--- src/rtl/mem_port_arbiter_if.sv ---
// Bus bundle between pipeline, arbiter and unified memory.
// Buses are [31:0]; MSB-first bit 0 of the memory map is bit 31 here.
interface mem_port_arbiter_if;
  logic        iReq_in;
  logic [31:0] iAddr_in;
  logic [31:0] iData_out;
  logic        iReady_out;
  logic        iStall_out;

  logic        dReq_in;
  logic        dWrite_in;
  logic [31:0] dAddr_in;
  logic [31:0] dWData_in;
  logic [1:0]  DSize_in;
  logic        loadSign_in;
  logic [31:0] dData_out;
  logic        dReady_out;
  logic        dAlignErr_out;
  logic        dStall_out;

  logic        memEn_out;
  logic        memWrite_out;
  logic [31:0] memAddr_out;
  logic [3:0]  memBE_out;
  logic [31:0] memWData_out;
  logic [31:0] memRData_in;

  modport slave (
    input  iReq_in, iAddr_in,
    output iData_out, iReady_out, iStall_out,
    input  dReq_in, dWrite_in, dAddr_in,
    input  dWData_in, DSize_in, loadSign_in,
    output dData_out, dReady_out,
    output dAlignErr_out, dStall_out,
    output memEn_out, memWrite_out, memAddr_out,
    output memBE_out, memWData_out,
    input  memRData_in
  );

  modport master (
    output iReq_in, iAddr_in,
    input  iData_out, iReady_out, iStall_out,
    output dReq_in, dWrite_in, dAddr_in,
    output dWData_in, DSize_in, loadSign_in,
    input  dData_out, dReady_out,
    input  dAlignErr_out, dStall_out,
    input  memEn_out, memWrite_out, memAddr_out,
    input  memBE_out, memWData_out,
    output memRData_in
  );
endinterface

--- src/rtl/mem_port_arbiter.sv ---
// Round-robin I/D arbiter for a single-port unified memory.
// Handles store byte lanes, load alignment and misalignment.
module mem_port_arbiter #(
  parameter int MEM_LAT = 2
) (
  input logic clk,
  input logic reset,
  mem_port_arbiter_if.slave bus
);

  typedef enum logic [1:0] {
    S_IDLE,
    S_IACC,
    S_DACC,
    S_DONE
  } state_e;

  localparam logic [3:0] LAT_M1 = 4'(MEM_LAT - 1);

  state_e      state_q, state_d;
  logic        lastD_q, lastD_d;
  logic        gntD_q, gntD_d;
  logic [3:0]  cnt_q, cnt_d;
  logic [31:0] addr_q, addr_d;
  logic [3:0]  be_q, be_d;
  logic [31:0] wdata_q, wdata_d;
  logic        write_q, write_d;
  logic [1:0]  size_q, size_d;
  logic        sign_q, sign_d;
  logic        err_q, err_d;
  logic [31:0] data_q, data_d;

  logic        gD, gI;
  logic        mis;
  logic [3:0]  st_be;
  logic [31:0] st_wd;
  logic [7:0]  ld_b;
  logic [15:0] ld_h;
  logic [31:0] ld;
  logic        acc, done;

  // D wins a tie unless it had the previous grant
  assign gD = bus.dReq_in & (~bus.iReq_in | ~lastD_q);
  assign gI = bus.iReq_in & ~gD;

  always_comb begin
    st_be = 4'b1111;
    st_wd = bus.dWData_in;
    mis   = 1'b0;
    unique case (bus.DSize_in)
      2'b00: begin
        st_wd = {4{bus.dWData_in[7:0]}};
        st_be = 4'b1000 >> bus.dAddr_in[1:0];
      end
      2'b01: begin
        st_wd = {2{bus.dWData_in[15:0]}};
        st_be = bus.dAddr_in[1] ? 4'b0011 : 4'b1100;
        mis   = bus.dAddr_in[0];
      end
      default: mis = |bus.dAddr_in[1:0];
    endcase
    if (!bus.dWrite_in) st_be = 4'b1111;
  end

  always_comb begin
    ld_b = 8'h00;
    unique case (addr_q[1:0])
      2'd0: ld_b = bus.memRData_in[31:24];
      2'd1: ld_b = bus.memRData_in[23:16];
      2'd2: ld_b = bus.memRData_in[15:8];
      default: ld_b = bus.memRData_in[7:0];
    endcase
    ld_h = addr_q[1] ? bus.memRData_in[15:0]
                     : bus.memRData_in[31:16];
    unique case (size_q)
      2'b00: ld = {{24{sign_q & ld_b[7]}}, ld_b};
      2'b01: ld = {{16{sign_q & ld_h[15]}}, ld_h};
      default: ld = bus.memRData_in;
    endcase
  end

  always_comb begin
    state_d = state_q;
    lastD_d = lastD_q;
    gntD_d  = gntD_q;
    cnt_d   = cnt_q;
    addr_d  = addr_q;
    be_d    = be_q;
    wdata_d = wdata_q;
    write_d = write_q;
    size_d  = size_q;
    sign_d  = sign_q;
    err_d   = err_q;
    data_d  = data_q;
    unique case (state_q)
      S_IDLE: begin
        err_d  = 1'b0;
        data_d = '0;
        unique case (1'b1)
          gD: begin
            lastD_d = 1'b1;
            gntD_d  = 1'b1;
            if (mis) begin
              err_d   = 1'b1;
              state_d = S_DONE;
            end else begin
              addr_d  = bus.dAddr_in;
              be_d    = st_be;
              wdata_d = st_wd;
              write_d = bus.dWrite_in;
              size_d  = bus.DSize_in;
              sign_d  = bus.loadSign_in;
              cnt_d   = LAT_M1;
              state_d = S_DACC;
            end
          end
          gI: begin
            lastD_d = 1'b0;
            gntD_d  = 1'b0;
            addr_d  = bus.iAddr_in;
            be_d    = 4'b1111;
            wdata_d = '0;
            write_d = 1'b0;
            size_d  = 2'b10;
            sign_d  = 1'b0;
            cnt_d   = LAT_M1;
            state_d = S_IACC;
          end
          default: ;
        endcase
      end
      S_IACC, S_DACC: begin
        if (cnt_q == 4'd0) begin
          if (!gntD_q) data_d = bus.memRData_in;
          else         data_d = write_q ? '0 : ld;
          state_d = S_DONE;
        end else begin
          cnt_d = cnt_q - 4'd1;
        end
      end
      default: state_d = S_IDLE;
    endcase
  end

  always_ff @(posedge clk) begin
    if (!reset) begin
      state_q <= S_IDLE;
      lastD_q <= 1'b0;
      gntD_q  <= 1'b0;
      cnt_q   <= '0;
      addr_q  <= '0;
      be_q    <= '0;
      wdata_q <= '0;
      write_q <= 1'b0;
      size_q  <= '0;
      sign_q  <= 1'b0;
      err_q   <= 1'b0;
      data_q  <= '0;
    end else begin
      state_q <= state_d;
      lastD_q <= lastD_d;
      gntD_q  <= gntD_d;
      cnt_q   <= cnt_d;
      addr_q  <= addr_d;
      be_q    <= be_d;
      wdata_q <= wdata_d;
      write_q <= write_d;
      size_q  <= size_d;
      sign_q  <= sign_d;
      err_q   <= err_d;
      data_q  <= data_d;
    end
  end

  assign acc  = (state_q == S_IACC) | (state_q == S_DACC);
  assign done = (state_q == S_DONE);

  assign bus.memEn_out    = acc;
  assign bus.memWrite_out = acc & write_q;
  assign bus.memAddr_out  = {addr_q[31:2], 2'b00};
  assign bus.memBE_out    = acc ? be_q : 4'b0000;
  assign bus.memWData_out = wdata_q;

  assign bus.iReady_out    = done & ~gntD_q;
  assign bus.dReady_out    = done & gntD_q;
  assign bus.iData_out     = bus.iReady_out ? data_q : '0;
  assign bus.dData_out     = bus.dReady_out ? data_q : '0;
  assign bus.dAlignErr_out = bus.dReady_out & err_q;
  assign bus.iStall_out    = bus.iReq_in & ~bus.iReady_out;
  assign bus.dStall_out    = bus.dReq_in & ~bus.dReady_out;

endmodule
--- src/flat_wrapper.sv ---
// flat-port wrapper written by rule: the top's interface ports become plain ports
module mem_port_arbiter_flat 
#(
  parameter int MEM_LAT = 2
)
  (clk, reset, bus_iReq_in, bus_iAddr_in, bus_iData_out, bus_iReady_out, bus_iStall_out, bus_dReq_in, bus_dWrite_in, bus_dAddr_in, bus_dWData_in, bus_DSize_in, bus_loadSign_in, bus_dData_out, bus_dReady_out, bus_dAlignErr_out, bus_dStall_out, bus_memEn_out, bus_memWrite_out, bus_memAddr_out, bus_memBE_out, bus_memWData_out, bus_memRData_in);
  mem_port_arbiter_if bus_i ();
  input logic clk;
  input logic reset;
  input wire logic [$bits(bus_i.iReq_in)-1:0] bus_iReq_in;
  input wire logic [$bits(bus_i.iAddr_in)-1:0] bus_iAddr_in;
  output wire logic [$bits(bus_i.iData_out)-1:0] bus_iData_out;
  output wire logic [$bits(bus_i.iReady_out)-1:0] bus_iReady_out;
  output wire logic [$bits(bus_i.iStall_out)-1:0] bus_iStall_out;
  input wire logic [$bits(bus_i.dReq_in)-1:0] bus_dReq_in;
  input wire logic [$bits(bus_i.dWrite_in)-1:0] bus_dWrite_in;
  input wire logic [$bits(bus_i.dAddr_in)-1:0] bus_dAddr_in;
  input wire logic [$bits(bus_i.dWData_in)-1:0] bus_dWData_in;
  input wire logic [$bits(bus_i.DSize_in)-1:0] bus_DSize_in;
  input wire logic [$bits(bus_i.loadSign_in)-1:0] bus_loadSign_in;
  output wire logic [$bits(bus_i.dData_out)-1:0] bus_dData_out;
  output wire logic [$bits(bus_i.dReady_out)-1:0] bus_dReady_out;
  output wire logic [$bits(bus_i.dAlignErr_out)-1:0] bus_dAlignErr_out;
  output wire logic [$bits(bus_i.dStall_out)-1:0] bus_dStall_out;
  output wire logic [$bits(bus_i.memEn_out)-1:0] bus_memEn_out;
  output wire logic [$bits(bus_i.memWrite_out)-1:0] bus_memWrite_out;
  output wire logic [$bits(bus_i.memAddr_out)-1:0] bus_memAddr_out;
  output wire logic [$bits(bus_i.memBE_out)-1:0] bus_memBE_out;
  output wire logic [$bits(bus_i.memWData_out)-1:0] bus_memWData_out;
  input wire logic [$bits(bus_i.memRData_in)-1:0] bus_memRData_in;
  assign bus_i.iReq_in = bus_iReq_in;
  assign bus_i.iAddr_in = bus_iAddr_in;
  assign bus_iData_out = bus_i.iData_out;
  assign bus_iReady_out = bus_i.iReady_out;
  assign bus_iStall_out = bus_i.iStall_out;
  assign bus_i.dReq_in = bus_dReq_in;
  assign bus_i.dWrite_in = bus_dWrite_in;
  assign bus_i.dAddr_in = bus_dAddr_in;
  assign bus_i.dWData_in = bus_dWData_in;
  assign bus_i.DSize_in = bus_DSize_in;
  assign bus_i.loadSign_in = bus_loadSign_in;
  assign bus_dData_out = bus_i.dData_out;
  assign bus_dReady_out = bus_i.dReady_out;
  assign bus_dAlignErr_out = bus_i.dAlignErr_out;
  assign bus_dStall_out = bus_i.dStall_out;
  assign bus_memEn_out = bus_i.memEn_out;
  assign bus_memWrite_out = bus_i.memWrite_out;
  assign bus_memAddr_out = bus_i.memAddr_out;
  assign bus_memBE_out = bus_i.memBE_out;
  assign bus_memWData_out = bus_i.memWData_out;
  assign bus_i.memRData_in = bus_memRData_in;
  mem_port_arbiter #(.MEM_LAT(MEM_LAT)) u_core (.clk(clk), .reset(reset), .bus(bus_i));
endmodule
--- config.mk ---
export PLATFORM = sky130hd
export DESIGN_NAME = mem_port_arbiter_flat
export DESIGN_NICKNAME = d
export VERILOG_FILES = /design/src/rtl/mem_port_arbiter_if.sv /design/src/rtl/mem_port_arbiter.sv /design/src/flat_wrapper.sv
export SDC_FILE = /design/constraint.sdc
export NUM_CORES = 1
export LEC_CHECK = 0
export ABC_AREA = 1
export CORE_MARGIN = 8
export CORE_UTILIZATION = 46
export DETAILED_ROUTE_END_ITERATION = 7
export PLACE_DENSITY = 0.91
export SETUP_SLACK_MARGIN = 0.05
export SLEW_MARGIN = 30
export SYNTH_ARGS = -nofsm -noshare
export SYNTH_HDL_FRONTEND = slang
export SYNTH_SLANG_ARGS = --single-unit
--- constraint.sdc ---
create_clock -name clk -period 5.7 [get_ports clk]
set_clock_uncertainty 0.15 [all_clocks]
set_input_delay 0.57 -clock clk [delete_from_list [all_inputs] [get_ports clk]]
set_output_delay 0.57 -clock clk [all_outputs]
set_load 0.005 [all_outputs]
======== After elaboration in Yosys (flattened, before gate mapping) ========
Index checks and enable logic that the tools add are counted.
storage, ports and cells
  bits in registers ....................... 112
  latch bits .............................. 0
  bits in writable memories ............... 0
  bits in read-only memories .............. 0
  bits of input ports ..................... 136
  output and inout port bits .............. 139
  memories kept ........................... 0
cells by class
  add/sub/neg operators ................... 1
  multiply operators ...................... 0
  divide/modulo/power cells ............... 0
  magnitude comparators ................... 0
  eq/ne operators ......................... 12
  shift-type cells ........................ 1
  mux-type cells .......................... 38
  bitwise logic cells ..................... 17
  reduce and logical (&&, ||, !) cells .... 14
operator list
  operator                                                                 count
  32-bit case mux with 2 select lines                                      5
  32-bit two-way mux                                                       7
  4-bit case mux with 2 select lines                                       4
  4-bit two-way mux                                                        6
  8-bit case mux with 3 select lines                                       1
  16-bit two-way mux                                                       1
  2-bit case mux with 2 select lines                                       3
  1-bit AND                                                                10
  2-bit by 1-bit == test with 1-bit output, second input constant          4
  2-bit zero test                                                          4
  1-bit case mux with 2 select lines                                       4
  2-bit == test, second input constant                                     3
  2-bit AND reduction                                                      3
  1-bit two-way mux                                                        5
  1-bit inverter                                                           5
  4-bit zero test                                                          1
  2-bit two-way mux                                                        2
  2-bit inequality test, second input constant                             2
  4-bit AND reduction                                                      1
  2-bit nonzero test                                                       2
  2-bit OR reduction                                                       2
  4-bit by 2-bit right shift with 4-bit output, first input constant       1
  4-bit by 1-bit subtractor with 4-bit output, second input constant       1
  3-bit by 1-bit inequality test with 1-bit output, second input constant  1
  4 further kinds                                                          5

======== Depth between registers and ports, before layout ========
  depth after elaboration ................. 8
  depth in mapped cells ................... 13

======== Worst setup path after synthesis ========
OpenSTA, ideal clock, no wires.
  path kind ............................... reg-to-reg
  from .................................... register u_core.state_q[0]
  to ...................................... register u_core.data_q[20]
  setup time .............................. 0.070 ns
  arrival ................................. 1.734 ns
  data required time ...................... 5.480 ns
  path slack .............................. 3.746 ns
  stages on the path, launching flop included .. 10
  path through ............................ dfxtp_1 -> inv_1 -> ha_1 -> buf_2 -> inv_2 -> nor2_4 -> a21oi_1 -> clkbuf_1 -> nand2_1 -> a21oi_1
on the way
  word-level cells in the longest chain between the ends .. 4
  elaborated cells on any way between the ends .. 8
RTL lines
  element                                                                                                  RTL line                 RTL
  start, declared                                                                                          mem_port_arbiter.sv:20   state_e state_q, state_d;
  start signal, assigned                                                                                   mem_port_arbiter.sv:160  state_q <= state_d;
  2-bit == test / 2-bit by 1-bit == test with 1-bit output (equally long branches)                         mem_port_arbiter.sv:95   unique case (state_q)
  2-bit OR reduction                                                                                       mem_port_arbiter.sv:95
  2-bit by 1-bit inequality test with 1-bit output (no line) / 2-bit nonzero test (equally long branches)  n/a
  2-bit AND reduction (no line)                                                                            n/a
  end signal, assigned                                                                                     mem_port_arbiter.sv:171  data_q <= data_d;
  end, declared                                                                                            mem_port_arbiter.sv:31   logic [31:0] data_q, data_d;
Parallel ways exist; a longest one is shown, timed or not.
A chain may end at the register's enable or synchronous reset.

==> results by stage <==
Floorplanning:
- Once the floorplan was initialized, standard cells occupied 46.7% of the core.
- The die is roughly 130 um tall.
- The total I/O pin count is about 280.
- In this run the horizontal extent of the chip is 131 um.
- In this run the standard cell core region covers 0.0131 mm^2.
- The overall die area is 0.0173 mm^2.
- In this run the core area contains 42 standard-cell rows.

Drt:
- The count of nets left with antenna violations after detail routing is 0.
- After detailed routing, the number of remaining DRC violations is 0.
- Summing over every cut layer, the via total after detailed routing is approximately 6900.
- The wire length reported by the detailed router is ~22000 um.
- The first detailed-routing pass ran for 5 iterations.
- Dividing the detail-routed via count by the number of cells gives roughly 5.2.
- The initial detailed-routing violation count is slightly below 700.
- The wire length per cell after detailed routing is approximately 16 um.

Synthesis:
- By area the synthesized netlist is led by dfxtp_1, nand2_1, o21ai_0, nor2_1, a21oi_1.
- The cell taking the most area after synthesis is dfxtp_1.
- The synthesized area is between 0.006 and 0.007 mm^2.
- The average size of a mapped cell is 6.51 um^2.
- The sequential share of the synthesized area is approximately 37%.
- The number of distinct library cells after synthesis is 32.
- Yosys printed 0 warnings.
- Synthesis inferred around 110 register bits.
- The number of cells produced by synthesis is between 900 and 1000.
- The portion of synthesized cell area occupied by the leading cell type is between 30% and 40%.

Worst setup path:
- The data arrival time of the worst path is between 2000 and 3000 ps.
- The buffering stage count on the worst path with inverters included is 1.
- The required time at the worst-slack endpoint is around 5000 ps.
- For the worst flop-to-flop path, the logic depth is 7.
- The peak fanout along the critical path is 34.
- On the worst path, the slowest cell contributes a delay of approximately 870 ps.
- The cell type of the slowest stage on the worst timing path is dfxtp_1.
- The kind of end point of the critical path is an output port.
- Broken down by cell family, the worst path's largest delay share belongs to flip-flops.
- The critical path depth is 3.
- The worst setup path is launched from a flop.
- The worst setup path is of the reg2out kind.
- The critical path goes through nand2_2, nor2_1, clkdlybuf4s50_1.

Clock tree:
- For the worst-skew pair, the clock arrives at the later sink with an insertion delay of 350 ps.
- The clock root buffer is clkbuf_16.
- TritonCTS created 9 clock buffers.
- The longest clock path from root to sink contains 2 buffers.
- The tree built by TritonCTS fans out to roughly 110 sinks.
- Clock-pin slew was measured on the worst setup and hold paths at approximately 80 ps.
- In this run the number of H-tree levels came out at 3.
- Once the clock tree was built, the resizer swapped 0 gates to a different size.
- Hold repair after CTS inserted 0 buffers.
- The TritonCTS clock tree is yes.
- Post-CTS timing repair inserted 0 buffers for setup.

Timing:
- At the pin with the least slew margin, the transition time is 837 ps.
- The smallest clock period supported by the final layout is computed as about 3400 ps.
- The peak clock frequency supported by timing is 0.298 GHz.
- The max-slew violation count was 0.
- The final setup violation count is 0.
- The period utilization is between 50% and 60%.
- The final total negative setup slack is 0 ps.
- Measured against its own limit, the worst slew margin works out to between 40 and 50%.
- The final hold violation count was 0.
- Setup repair after global routing left no endpoint under its margin.
- The final critical-path setup slack is between 2000 and 2500 ps.

GRT:
- The global-route wire length before repair is approximately 34000 um.
- The number of antenna violations at the first check in global routing was 0.
- The total routing resource utilization after global routing is between 20 and 25%.
- The via count of the first global-routing pass is about 6600.
- Global routing used ~8.4% of the available met3 tracks.
- For this run the aggregate overflow at the end of global routing stands at 0.
- The pin count of the biggest net entering global routing is between 70 and 80.
- For this run, global-route usage on met2 was measured as 39.8%.
- The routing usage on met1 is between 20% and 30%.
- The busiest layer in global routing is met2.

Hold path:
- Along the worst hold path, the cell count comes to 2.
- The min-delay analysis places its worst path in the category reg2reg.

Placed design:
- The HPWL after detailed placement is 16300 um.
- The number of buffer cells added on primary ports is 272.
- The congestion estimate from routability-driven global placement came to 0.926.
- The setup slack after placement is roughly 2100 ps.

Cells and area:
- The antenna diode instance count is 0.
- The share of cells above drive strength 1 is 4.28%.
- The count of nets after finishing is approximately 1300.
- The area growth from synthesis to final layout is 45.2%.

Run status:
- The run finished with clean final reports.

Power:
- The cell area power density is approximately 370 mW/mm^2.
- The maximum ir drop on the vdd rail is slightly below 0.2 mV.
- The static leakage power is 3.48 nW.

Run:
- The tool flagged a number of max-cap violations equal to 0.
==> cell families after synthesis <==
family	after synthesis	share of synthesized area, %
AND/OR/NAND/NOR	406	26.2
AO/OA/AOI/OAI	248	22.6
buffers and inverters	168	13.3
flip-flops	112	36.5
adder cells (fa/ha/maj)	5	1.02
XOR/XNOR	2	0.286
other	1	0.0611
==> power breakdown <==
| group | switching [mW] | leakage (nW) | internal [mW] | total [mW] |
|---|---|---|---|---|
| clock | 0.310 | 0.146 | 0.346 | 0.657 |
| combinational | 0.869 | 2.41 | 0.642 | 1.51 |
| sequential | 0.157 | 0.920 | 1.01 | 1.17 |
| total | 1.34 | 3.48 | 2.00 | 3.33 |
==> worst register-to-register path, stage by stage, from the launching register on <==
cell,delay (ps)
dfxtp_1,870
a21oi_2,200
nand3_2,150
inv_2,70
nor2_4,500
buf_4,610
o21ai_0,210
o211a_1,150
==> routing by layer <==
layer  routed length, um  vias to the layer above
li1                    -                     3398
met1                8650                     3150
met2               10300                      312
met3                1880                       64
met4                 895                        0
met5                   0                        -
==> cells in the final DEF (no fill, tap or decap), drive strengths merged <==
cell type	count
clkdlybuf4s50	272
nand2	263
nor2	130
dfxtp	112
o21ai	97
a21oi	88
inv	76
a31oi	33
o22ai	12
o211a	11
nand3	11
clkbuf	9
ha	5
buf	5
clkinv	5
o211ai	4
o221a	2
conb	2
xor2	1
a21boi	1
or2	1
nor3	1
xnor2	1
clkinvlp	1
bufinv	1
==> state kept, by name, summed over array words and instances, names as in the netlist, 2 cells and up <==
name	cells
u_core.size_q	2
u_core.be_q	4
u_core.data_q	32
u_core.addr_q	32
u_core.cnt_q	4
u_core.bus.memWData_out	32
u_core.state_q	2
==> worst paths after layout <==
check / from / endpoint / slack [ps]
max: u_core.lastD_q / bus_dData_out[27] / 2350
min: u_core.bus.memWData_out[0] / u_core.bus.memWData_out[0] / 310
max reg2reg: u_core.lastD_q / u_core.bus.memWData_out[27] / 2710
min reg2reg: u_core.bus.memWData_out[0] / u_core.bus.memWData_out[0] / 310
==> Yosys cell counts <==
master and n:
buf_2 16, o21ai_0 96, xnor2_1 1, nor2_1 123, a21oi_1 87, a21boi_0 1, o22ai_1 12, nand2_1 262
nor2_4 5, nand3_4 1, buf_6 5, dfxtp_1 112, or2_2 1, o221a_2 2, xor2_1 1, buf_1 2
inv_2 9, o211a_1 11, nand3_1 9, buf_4 34, nor2_2 2, nand3_2 1, ha_1 5, a21oi_2 1
clkbuf_1 35, inv_1 67, o21ai_2 1, o211ai_1 4, a31oi_1 33, nor3_1 1, nand2_4 1, conb_1 1
==> metrics by stage <==
step / util [%] / std cells / hold slack (ps) / total power, mW / cell area, um^2
6_report: 67.8 / 1320 / 314 / 3.33 / 8910
5_1_grt: 67.8 / 1320 / 336 / 3.58 / 8910
4_1_cts: 67.8 / 1320 / 316 / 3.34 / 8900
3_5_place_dp: 65.4 / 1304 / 304 / 2.67 / 8600
3_3_place_gp: 65.4 / 1304 / 298 / 2.63 / 8600
2_1_floorplan: - / 943 / 294 / 2.17 / 6140
==> final cells by class <==
type | count | area [um^2]
clock inverter | 7 | 81.3
multi-input combinational | 663 | 3100
fill | 1097 | 4230
sequential | 112 | 2240
tap | 176 | 220
clock buffer | 9 | 225
inverter | 76 | 285
timing repair buffer | 277 | 2760
(Power assumes the default switching activity.)
